===== src/rtl/vga_pkg.sv =====
// Shared constants for the video line buffer: default geometry and the
// back-bank FSM state encoding.
package vga_pkg;

    localparam int VGA_BPP    = 6;
    localparam int VGA_DEPTH  = 4;
    localparam int VGA_IWIDTH = 2;

    // Back-bank fill state: FILL accepts writes, DONE waits for the reader.
    localparam logic [0:0] ST_FILL = 1'b0;
    localparam logic [0:0] ST_DONE = 1'b1;

endpackage


===== src/rtl/vline_bank.sv =====
// One line bank: DEPTH pixels of BPP bits, synchronous write, asynchronous
// read, synchronous clear. Out-of-range writes are dropped, reads return 0.
module vline_bank
    import vga_pkg::*;
#(
    parameter int BPP    = VGA_BPP,
    parameter int DEPTH  = VGA_DEPTH,
    parameter int IWIDTH = VGA_IWIDTH
) (
    input  logic              Clk,
    input  logic              ResetN,
    input  logic              i_we,
    input  logic [IWIDTH-1:0] i_waddr,
    input  logic [BPP-1:0]    i_wdata,
    input  logic [IWIDTH-1:0] i_raddr,
    output logic [BPP-1:0]    o_rdata
);

    logic [BPP-1:0] r_mem [DEPTH];

    // Clear on reset, otherwise write the addressed pixel if it exists.
    always_ff @(posedge Clk) begin
        if (!ResetN) begin
            for (int i = 0; i < DEPTH; i++) begin
                r_mem[i] <= '0;
            end
        end else if (i_we) begin
            for (int i = 0; i < DEPTH; i++) begin
                if (i_waddr == IWIDTH'(i)) begin
                    r_mem[i] <= i_wdata;
                end
            end
        end
    end

    // Address decode for the read port; unmatched addresses yield zero.
    always_comb begin
        o_rdata = '0;
        for (int i = 0; i < DEPTH; i++) begin
            if (i_raddr == IWIDTH'(i)) begin
                o_rdata = r_mem[i];
            end
        end
    end

endmodule


===== src/rtl/vline_buffer.sv =====
// Double-buffered video line store. The writer fills the back bank and
// commits it; the reader swaps banks at its line boundary. A swap with no
// committed line repeats the current front line and pulses Underrun.
// Optional feature: define VLINE_BUFFER_UNDERRUN_CNT_EN to add an 8-bit
// saturating UnderrunCount output.
module vline_buffer
    import vga_pkg::*;
#(
    parameter int BPP    = VGA_BPP,
    parameter int DEPTH  = VGA_DEPTH,
    parameter int IWIDTH = VGA_IWIDTH
) (
    input  logic              Clk,
    input  logic              ResetN,
    input  logic              Write,
    input  logic [IWIDTH-1:0] WriteIndex,
    input  logic [BPP-1:0]    DataIn,
    input  logic              Commit,
    output logic              Ready,
    input  logic              Swap,
    input  logic [IWIDTH-1:0] ReadIndex,
    input  logic              Blank,
    output logic [BPP-1:0]    VideoOut,
    output logic              Underrun,
    output logic              FrontSel
`ifdef VLINE_BUFFER_UNDERRUN_CNT_EN
    ,
    output logic [7:0]        UnderrunCount
`endif
);

    logic [0:0]     r_state;
    logic [0:0]     w_state_next;
    logic           r_ready;
    logic           r_front;
    logic           w_front_next;
    logic           r_underrun;
    logic           w_underrun_next;
    logic [BPP-1:0] r_video;

    logic           w_fill_we;
    logic           w_we0;
    logic           w_we1;
    logic [BPP-1:0] w_rdata0;
    logic [BPP-1:0] w_rdata1;
    logic [BPP-1:0] w_front_data;

    // Writes land only in the back bank and only while it is still filling.
    assign w_fill_we    = Write && (r_state == ST_FILL);
    assign w_we0        = w_fill_we && r_front;
    assign w_we1        = w_fill_we && !r_front;
    assign w_front_data = r_front ? w_rdata1 : w_rdata0;

    vline_bank #(
        .BPP    (BPP),
        .DEPTH  (DEPTH),
        .IWIDTH (IWIDTH)
    ) u_bank0 (
        .Clk     (Clk),
        .ResetN  (ResetN),
        .i_we    (w_we0),
        .i_waddr (WriteIndex),
        .i_wdata (DataIn),
        .i_raddr (ReadIndex),
        .o_rdata (w_rdata0)
    );

    vline_bank #(
        .BPP    (BPP),
        .DEPTH  (DEPTH),
        .IWIDTH (IWIDTH)
    ) u_bank1 (
        .Clk     (Clk),
        .ResetN  (ResetN),
        .i_we    (w_we1),
        .i_waddr (WriteIndex),
        .i_wdata (DataIn),
        .i_raddr (ReadIndex),
        .o_rdata (w_rdata1)
    );

    // Next-state logic for the back-bank FSM, bank select and underrun.
    // Commit together with Swap in FILL hands the line straight over.
    always_comb begin
        w_state_next    = r_state;
        w_front_next    = r_front;
        w_underrun_next = 1'b0;
        if (r_state == ST_FILL) begin
            if (Commit && Swap) begin
                w_front_next = ~r_front;
            end else if (Commit) begin
                w_state_next = ST_DONE;
            end else if (Swap) begin
                w_underrun_next = 1'b1;
            end
        end else begin
            if (Swap) begin
                w_front_next = ~r_front;
                w_state_next = ST_FILL;
            end
        end
    end

    // State, bank select, status flags and the registered video pixel.
    // The pixel uses the pre-edge bank select, so a swap shows next cycle.
    always_ff @(posedge Clk) begin
        if (!ResetN) begin
            r_state    <= ST_FILL;
            r_ready    <= 1'b1;
            r_front    <= 1'b0;
            r_underrun <= 1'b0;
            r_video    <= '0;
        end else begin
            r_state    <= w_state_next;
            r_ready    <= (w_state_next == ST_FILL);
            r_front    <= w_front_next;
            r_underrun <= w_underrun_next;
            r_video    <= Blank ? '0 : w_front_data;
        end
    end

`ifdef VLINE_BUFFER_UNDERRUN_CNT_EN
    logic [7:0] r_underrun_cnt;

    // Saturating count of underrun events, updated with the pulse itself.
    always_ff @(posedge Clk) begin
        if (!ResetN) begin
            r_underrun_cnt <= '0;
        end else if (w_underrun_next && (r_underrun_cnt != 8'hFF)) begin
            r_underrun_cnt <= r_underrun_cnt + 8'd1;
        end
    end

    assign UnderrunCount = r_underrun_cnt;
`endif

    assign Ready    = r_ready;
    assign FrontSel = r_front;
    assign Underrun = r_underrun;
    assign VideoOut = r_video;

endmodule


===== config.mk =====
export PLATFORM = sky130hd
export DESIGN_NAME = vline_buffer
export DESIGN_NICKNAME = d
export VERILOG_FILES = /design/src/rtl/vga_pkg.sv /design/src/rtl/vline_bank.sv /design/src/rtl/vline_buffer.sv
export SDC_FILE = /design/constraint.sdc
export NUM_CORES = 1
export LEC_CHECK = 0
export BUFFER_PORTS_ARGS = -buffer_cell sky130_fd_sc_hd__buf_4
export CAP_MARGIN = 20
export CORE_AREA = 3 3 76 78
export DETAILED_ROUTE_END_ITERATION = 10
export DIE_AREA = 0 0 79 81
export PLACE_DENSITY = 0.67
export SYNTH_ARGS = -nofsm -noshare
export SYNTH_HDL_FRONTEND = slang
export SYNTH_SLANG_ARGS = --single-unit
export TNS_END_PERCENT = 10

===== constraint.sdc =====
create_clock -name Clk -period 2.5 [get_ports Clk]
set_input_delay 0.375 -clock Clk [delete_from_list [all_inputs] [get_ports Clk]]
set_output_delay 0.375 -clock Clk [all_outputs]
set_load 0.1 [all_outputs]

==> flow_metrics.py, run 1 <==
metrics = {
    "power": {
        "power.density_cell_area_nw_per_um2": 684,
        "ir_drop_mv": 0.420,
        "total_leakage_power_uw": 0.00118,
    },
    "synth": {
        "largest_family_of_logic_cells_by_synthesized_area": "simple AND/OR/NAND/NOR gates",
        "post_synth.cell_area_avg_um2": 13.5,
        "synth_cells": 188,
        "seq_area_frac_synth": 0.648,
        "synthesized_area_fraction_occupied_by_and_or_nand_nor_cells": 0.193,
        "synth-xor-area-share": 0.00346,
        "synth_adder_area_share": 0,
        "synthesis.nets": 204,
        "postSynthRegisterBits": 58,
        "ys_warn_count": 0,
        "synth.cell_area_um2": 2530,
        "post_synth_mux_area_share": 0.0948,
        "yosysUniqueCellTypes": 20,
        "synth_compound_area_frac": 0.0474,
    },
    "sta": {
        "final_period_minus_worst_setup_slack_ns": 1.76,
        "aggregate_negative_setup_slack_ns": 0,
        "finClkSkew_ns": 0.0111,
        "report.final.setup_viol": 0,
        "rsz0062_at_grt": "false",
        "slew-limit-headroom": 0.452,
        "tightestPinTransition_ns": 0.814,
        "timing.final.ws_setup_ns": 0.743,
        "fin_crit_sh": 0.703,
        "final_hold_viol_count": 0,
        "drv_slew": 0,
        "maxClockFrequency_mhz": 569,
    },
    "grt": {
        "grt_pass1_wl_mm": 8.16,
        "globalRouteOverflowTotal": 0,
        "global_route.usage.total": 0.178,
        "antenna_found_initial": 0,
        "vias_in_the_first_global_route": 1639,
        "pin_count_of_the_biggest_net_entering_global_routing": 25,
    },
    "setup_path": {
        "worstSetupStartpointType": "flop",
        "critPathMaxStageDelay_ns": 0.65,
        "reg2reg_from": "FrontSel",
        "worstSetupEndpoint": "u_bank0.r_mem[2][4]",
        "reg2reg_to": "u_bank0.r_mem[2][4]",
        "critical_path.max_fanout": 13,
        "worst_r2r_path_depth": 2,
        "critPathLaunch": "FrontSel",
        "critical_path_arrival_ns": 1.71,
        "critical_path_sink_type": "flop",
        "crit_chain": "inv_1 -> o21ai_0",
        "timing.critical_path.slowest_stage_cell": "sky130_fd_sc_hd__o21ai_0",
        "critical_path_class": "reg2reg",
        "register_to_register_setup_slack_ns": 0.74,
        "worst-endpoint-required_ns": 2.45,
    },
    "clocking": {
        "ctsHoldBuffers": 0,
        "cts_setup_buffers": 0,
        "cts.root.buffer_cell": "sky130_fd_sc_hd__clkbuf_8",
        "ctsLongestPathBuffers": 2,
        "cts_tree": "yes",
        "cts_buffers": 9,
        "worst_skew_pair.late_latency_ns": 0.32,
        "clock_tree.htree_level_count": 3,
        "clock_sink_count": 58,
        "post_cts.resized_instances": 0,
        "cts.reportedPaths.clkPinSlew_ns": 0.06,
    },
    "place": {
        "place.detailed.hpwl_mm": 3.66,
        "detailed_place.area_um2": 2810,
        "post-place-ws_ns": 0.644,
        "gp_congestion": 0.774,
        "buffer_ports.inserted": 24,
    },
    "cells_and_area": {
        "final_cell_mix": "sky130_fd_sc_hd__and2_1, sky130_fd_sc_hd__edfxtp_1, sky130_fd_sc_hd__buf_4",
        "layout-drive-gt1-share": 0.178,
        "fin_nets": 237,
        "layout.cell_area.non_filler_um2": 2960,
        "diodes": 0,
        "layout.cells.most_common": "sky130_fd_sc_hd__and2_1",
        "area_growth_pct": 16.9,
        "final_util": 0.576,
    },
    "floorplanning": {
        "floorplan_die_area_um2": 6400,
        "initial_util": 0.493,
        "placementRows": 26,
        "fp.coreArea_um2": 5140,
        "die_height_um": 81,
        "count_of_pins_on_the_block_boundary": 25,
        "die-width_um": 79,
    },
    "routing": {
        "wl_per_cell_um": 17.0,
        "drt-pass1-iter-count": 4,
        "vias_per_cell": 5.28,
        "detail_route.drc_violations": 0,
        "drt-initial-drc-count": 81,
        "detailroute.via_count": 1557,
        "routed_wirelength_mm": 5.02,
        "drt.antenna.violating_nets": 0,
    },
    "worst_hold_path": {
        "holdPathStages": 2,
        "hold_path.startpoint": "Swap",
        "hp-class": "in2reg",
    },
    "outcome": {
        "run_status": "completed",
    },
    "run": {
        "maxCapViolCount": 0,
    },
}
==> worst max-delay path, delay by kind of cell, from the launching register on <==
family | cells | cell delay [ns]
compound gates | 1 | 0.65
flops | 1 | 0.58
buf+inv | 1 | 0.16
==> flip-flops by register name (all words and copies together) (netlist names) <==
register       cells
Underrun           1
Ready              1
FrontSel           1
u_bank1.r_mem     24
r_state            1
VideoOut           6
u_bank0.r_mem     24
==> cell type report <==
cell class | instances | area, um2
inverter | 2 | 7.51
clock buffer | 14 | 153
fill | 446 | 2180
clock inverter | 1 | 5.00
multi-input combinational | 122 | 858
tap | 70 | 87.6
sequential | 58 | 1640
timing repair buffer | 28 | 210
==> how the worst min path moves through the flow <==
stage	end	slack (ns)
after floorplan	r_state	0.46
after global placement	r_state	0.57
after detailed placement	r_state	0.58
after CTS	r_state	0.24
after global routing	r_state	0.24
final	r_state	0.25
==> report_power, final <==
| group | internal [uW] | total (uW) | switching, uW |
|---|---|---|---|
| Clock | 380 | 693 | 313 |
| Sequential | 1100 | 1120 | 20.2 |
| Combinational | 70.5 | 218 | 148 |
| Total | 1550 | 2030 | 480 |
==> cells by family after synthesis <==
logic type / after synthesis
AND/OR/NAND/NOR: 76
flip-flops: 58
multiplexers: 24
AO/OA/AOI/OAI: 21
buffers and inverters: 8
XOR/XNOR: 1
==> cell usage after synthesis (all sizes together) <==
cell type	n	area [um2]
and2	49	307
and3	1	6.26
buf	4	20.0
clkbuf	2	7.51
dfxtp	10	200
edfxtp	48	1440
inv	2	7.51
mux2i	24	240
nand2	1	3.75
nand4b	2	17.5
nand4bb	4	45.0
nor2	9	33.8
nor3b	1	7.51
o21ai	9	45.0
o22ai	12	75.1
or2	6	37.5
or2b	1	7.51
or4b	2	23.8
xnor2	1	8.76
==> per-layer routing <==
layer | vias up | track usage | routed length [um]
li1 | 750 | - | -
met1 | 727 | 0.214 | 2190
met2 | 64 | 0.281 | 2310
met3 | 16 | 0.0554 | 298
met4 | 0 | 0.112 | 213
met5 | - | 0 | 0
==> through the flow <==
stage / hold WS, ns / total power [uW] / std cells
6_report: 0.245 / 2030 / 295
5_1_grt: 0.236 / 2110 / 295
4_1_cts: 0.236 / 2040 / 295
3_5_place_dp: 0.581 / 1350 / 280
3_3_place_gp: 0.569 / 1350 / 280
2_1_floorplan: 0.463 / 1270 / 188
No activity file was read; power rests on OpenSTA's default activity.
==> run 2: changes to the inputs <==
--- a/config.mk
+++ b/config.mk
@@ -5,6 +5,7 @@
 export SDC_FILE = /design/constraint.sdc
 export NUM_CORES = 1
 export LEC_CHECK = 0
+export ABC_AREA = 1
 export BUFFER_PORTS_ARGS = -buffer_cell sky130_fd_sc_hd__buf_4
 export CAP_MARGIN = 20
 export CORE_AREA = 3 3 76 78
==> constraint.sdc (replaced) <==
create_clock -name Clk -period 1.66 [get_ports Clk]
set_input_delay 0.249 -clock Clk [delete_from_list [all_inputs] [get_ports Clk]]
set_output_delay 0.249 -clock Clk [all_outputs]
set_load 0.1 [all_outputs]
==> run 2 against run 1 <==
  * Setup slack worse by 0.45 ns
  * Die area did not move
  * Highest routed layer unchanged
  * Final cell count rose by 23%
  * Global-route usage increased by 1.4 points
  * Total power grew 58%
  * Register-to-register slack worse by 0.45 ns
  * Non-clock buffer count unchanged
  * Hold slack worse by 0.14 ns
  * Critical endpoint is now u_bank0.r_mem[0][3]
  * Largest power group unchanged
  * Sequential power rose by 49%
==> flow_metrics.py, run 2 <==
metrics = {
    "outcome": {
        "run_status": "completed",
    },
    "floorplanning": {
        "floorplan_die_area_um2": 6400,
        "die_height_um": 81,
        "fp.coreArea_um2": 5140,
        "count_of_pins_on_the_block_boundary": 25,
        "initial_util": 0.493,
        "die-width_um": 79,
        "placementRows": 26,
    },
    "sta": {
        "final_period_minus_worst_setup_slack_ns": 1.37,
        "final_hold_viol_count": 0,
        "report.final.setup_viol": 0,
        "rsz0062_at_grt": "false",
        "slew-limit-headroom": 0.706,
        "tightestPinTransition_ns": 0.441,
        "maxClockFrequency_mhz": 730,
        "fin_crit_sh": 0.825,
        "aggregate_negative_setup_slack_ns": 0,
        "drv_slew": 0,
        "min_hold_slack_ns": 0.105,
        "finClkSkew_ns": 0.00715,
    },
    "power": {
        "combinationalPowerShare": 0.110,
        "power.density_cell_area_nw_per_um2": 1090,
        "switching_pwr_uw": 815,
        "cell_internal_pwr_uw": 2390,
        "power.clock.fraction": 0.370,
        "sw_frac_of_total": 0.254,
        "total_leakage_power_uw": 0.00121,
        "ir_drop_mv": 0.774,
        "seqPwrFrac": 0.520,
    },
    "setup_path": {
        "critPathMaxStageDelay_ns": 0.43,
        "worstSetupStartpointType": "flop",
        "cp_top_family": "simple AND/OR/NAND/NOR gates",
        "critical_path_sink_type": "flop",
        "timing.critical_path.slowest_stage_cell": "sky130_fd_sc_hd__dfxtp_4",
        "critical_path.max_fanout": 13,
        "crit_chain": "nand3_1 -> nor3_2 -> or2_2",
        "critical_path_class": "reg2reg",
        "critical_path_arrival_ns": 1.41,
        "worst-endpoint-required_ns": 1.70,
        "path_buf_inv": 0,
    },
    "clocking": {
        "ctsHoldBuffers": 0,
        "cts_setup_buffers": 0,
        "cts_buffers": 9,
        "cts_tree": "yes",
        "post_cts.resized_instances": 0,
        "cts.root.buffer_cell": "sky130_fd_sc_hd__clkbuf_8",
        "ctsLongestPathBuffers": 2,
        "cts.reportedPaths.clkPinSlew_ns": 0.06,
        "clock_sink_count": 58,
        "clock_tree.htree_level_count": 3,
        "worst_skew_pair.late_latency_ns": 0.33,
    },
    "synth": {
        "synthesis.nets": 273,
        "postSynthRegisterBits": 58,
        "netlist_top_cells_area": "sky130_fd_sc_hd__edfxtp_1, sky130_fd_sc_hd__nor2_1, sky130_fd_sc_hd__dfxtp_1",
        "synth-edff-count": 48,
        "yosysUniqueCellTypes": 24,
        "async_reset_ff_frac": 0,
        "ys_warn_count": 0,
        "synth_top_cell_by_area": "sky130_fd_sc_hd__edfxtp_1",
        "count_leader_synth": "sky130_fd_sc_hd__nor2_1",
        "synth.cell_area_um2": 2530,
        "seq_area_frac_synth": 0.648,
        "synth_cells": 257,
        "synth_top_area_share": 0.569,
        "post_synth.cell_area_avg_um2": 9.86,
        "synth_ff_type": "sky130_fd_sc_hd__edfxtp_1",
        "ys_top_cells_by_count": "sky130_fd_sc_hd__nor2_1, sky130_fd_sc_hd__edfxtp_1, sky130_fd_sc_hd__nand2_1, sky130_fd_sc_hd__nand3_1, sky130_fd_sc_hd__o21ai_0",
    },
    "cells_and_area": {
        "layout-drive-gt1-share": 0.178,
        "fin_nets": 303,
        "area_growth_pct": 16.6,
        "layout.cells.most_common": "sky130_fd_sc_hd__nor2_1",
        "final_util": 0.575,
        "diodes": 0,
        "final_cell_mix": "sky130_fd_sc_hd__nor2_1, sky130_fd_sc_hd__edfxtp_1, sky130_fd_sc_hd__nand2_1",
    },
    "grt": {
        "global_route.usage.total": 0.193,
        "vias_in_the_first_global_route": 1783,
        "pin_count_of_the_biggest_net_entering_global_routing": 25,
        "globalRouteOverflowTotal": 0,
        "grt_pass1_wl_mm": 8.77,
        "antenna_found_initial": 0,
    },
    "routing": {
        "drt.antenna.violating_nets": 0,
        "detail_route.drc_violations": 0,
        "drt-initial-drc-count": 142,
        "detailroute.via_count": 1892,
        "drt-pass1-iter-count": 4,
        "wl_per_cell_um": 15.7,
        "routed_wirelength_mm": 5.69,
        "vias_per_cell": 5.23,
    },
    "worst_hold_path": {
        "hp-class": "in2reg",
    },
    "place": {
        "place.detailed.hpwl_mm": 3.89,
        "gp_congestion": 0.870,
        "buffer_ports.inserted": 24,
    },
    "run": {
        "maxCapViolCount": 0,
    },
}
run 2: cell count changes in the layout (fill, tap and decap cells not counted), sizes merged, moves of 7 or more:
cell and change:
and2 -49, nor2 +68, a21oi +7, inv +13, nand3 +28, mux2i -24, nand2 +33, o22ai -12
run 2: area by class of cell:
type | instances | area (um2)
multi-input cells | 174 | 768
clock inverters | 2 | 10.0
fillers | 497 | 2190
flip-flops and latches | 58 | 1650
repair buffers | 28 | 210
well taps | 70 | 87.6
clock buffers | 14 | 173
inverters | 16 | 60.1
run 2: cell families (layout without fill, tap and decap cells):
group | Yosys count | after routing | synth area share
DFF | 58 | 58 | 0.648
AOI/OAI and AO/OA | 24 | 24 | 0.0494
and+or+nand+nor | 150 | 150 | 0.254
buffers and inverters | 25 | 60 | 0.0489
run 2: power groups by stage:
stage / logic (uW) / registers [uW] / clock network [uW]
final: 352 / 1670 / 1190
after global routing: 381 / 1670 / 1260
after CTS: 352 / 1670 / 1200
after detailed placement: 351 / 1700 / 0
after global placement: 350 / 1700 / 0
after floorplan: 163 / 1770 / 0
run 2: worst paths after layout:
kind / startpoint / endpoint / slack, ns / depth (start not counted)
hold / removal: Swap / r_state / 0.11 / 2
hold reg to reg: r_state / Underrun / 0.57 / 3
setup / recovery: FrontSel / u_bank0.r_mem[0][3] / 0.29 / 3
setup reg to reg: FrontSel / u_bank0.r_mem[0][3] / 0.29 / 3
run 2: layer usage:
layer	vias to the layer above	routed length, um	global-route usage
met3	18	363	0.0421
met2	65	2500	0.293
met4	0	227	0.129
li1	930	-	-
met1	879	2600	0.249
met5	-	0	0
run 2: through the flow:
step           std cells  area (um2)  worst slack (ns)  power (uW)
6_report             362        2950             0.290        3210
2_1_floorplan        257        2540            0.0343        1930
5_1_grt              362        2950             0.218        3320
3_5_place_dp         346        2770             0.275        2050
4_1_cts              362        2950             0.289        3230
3_3_place_gp         346        2770             0.304        2050
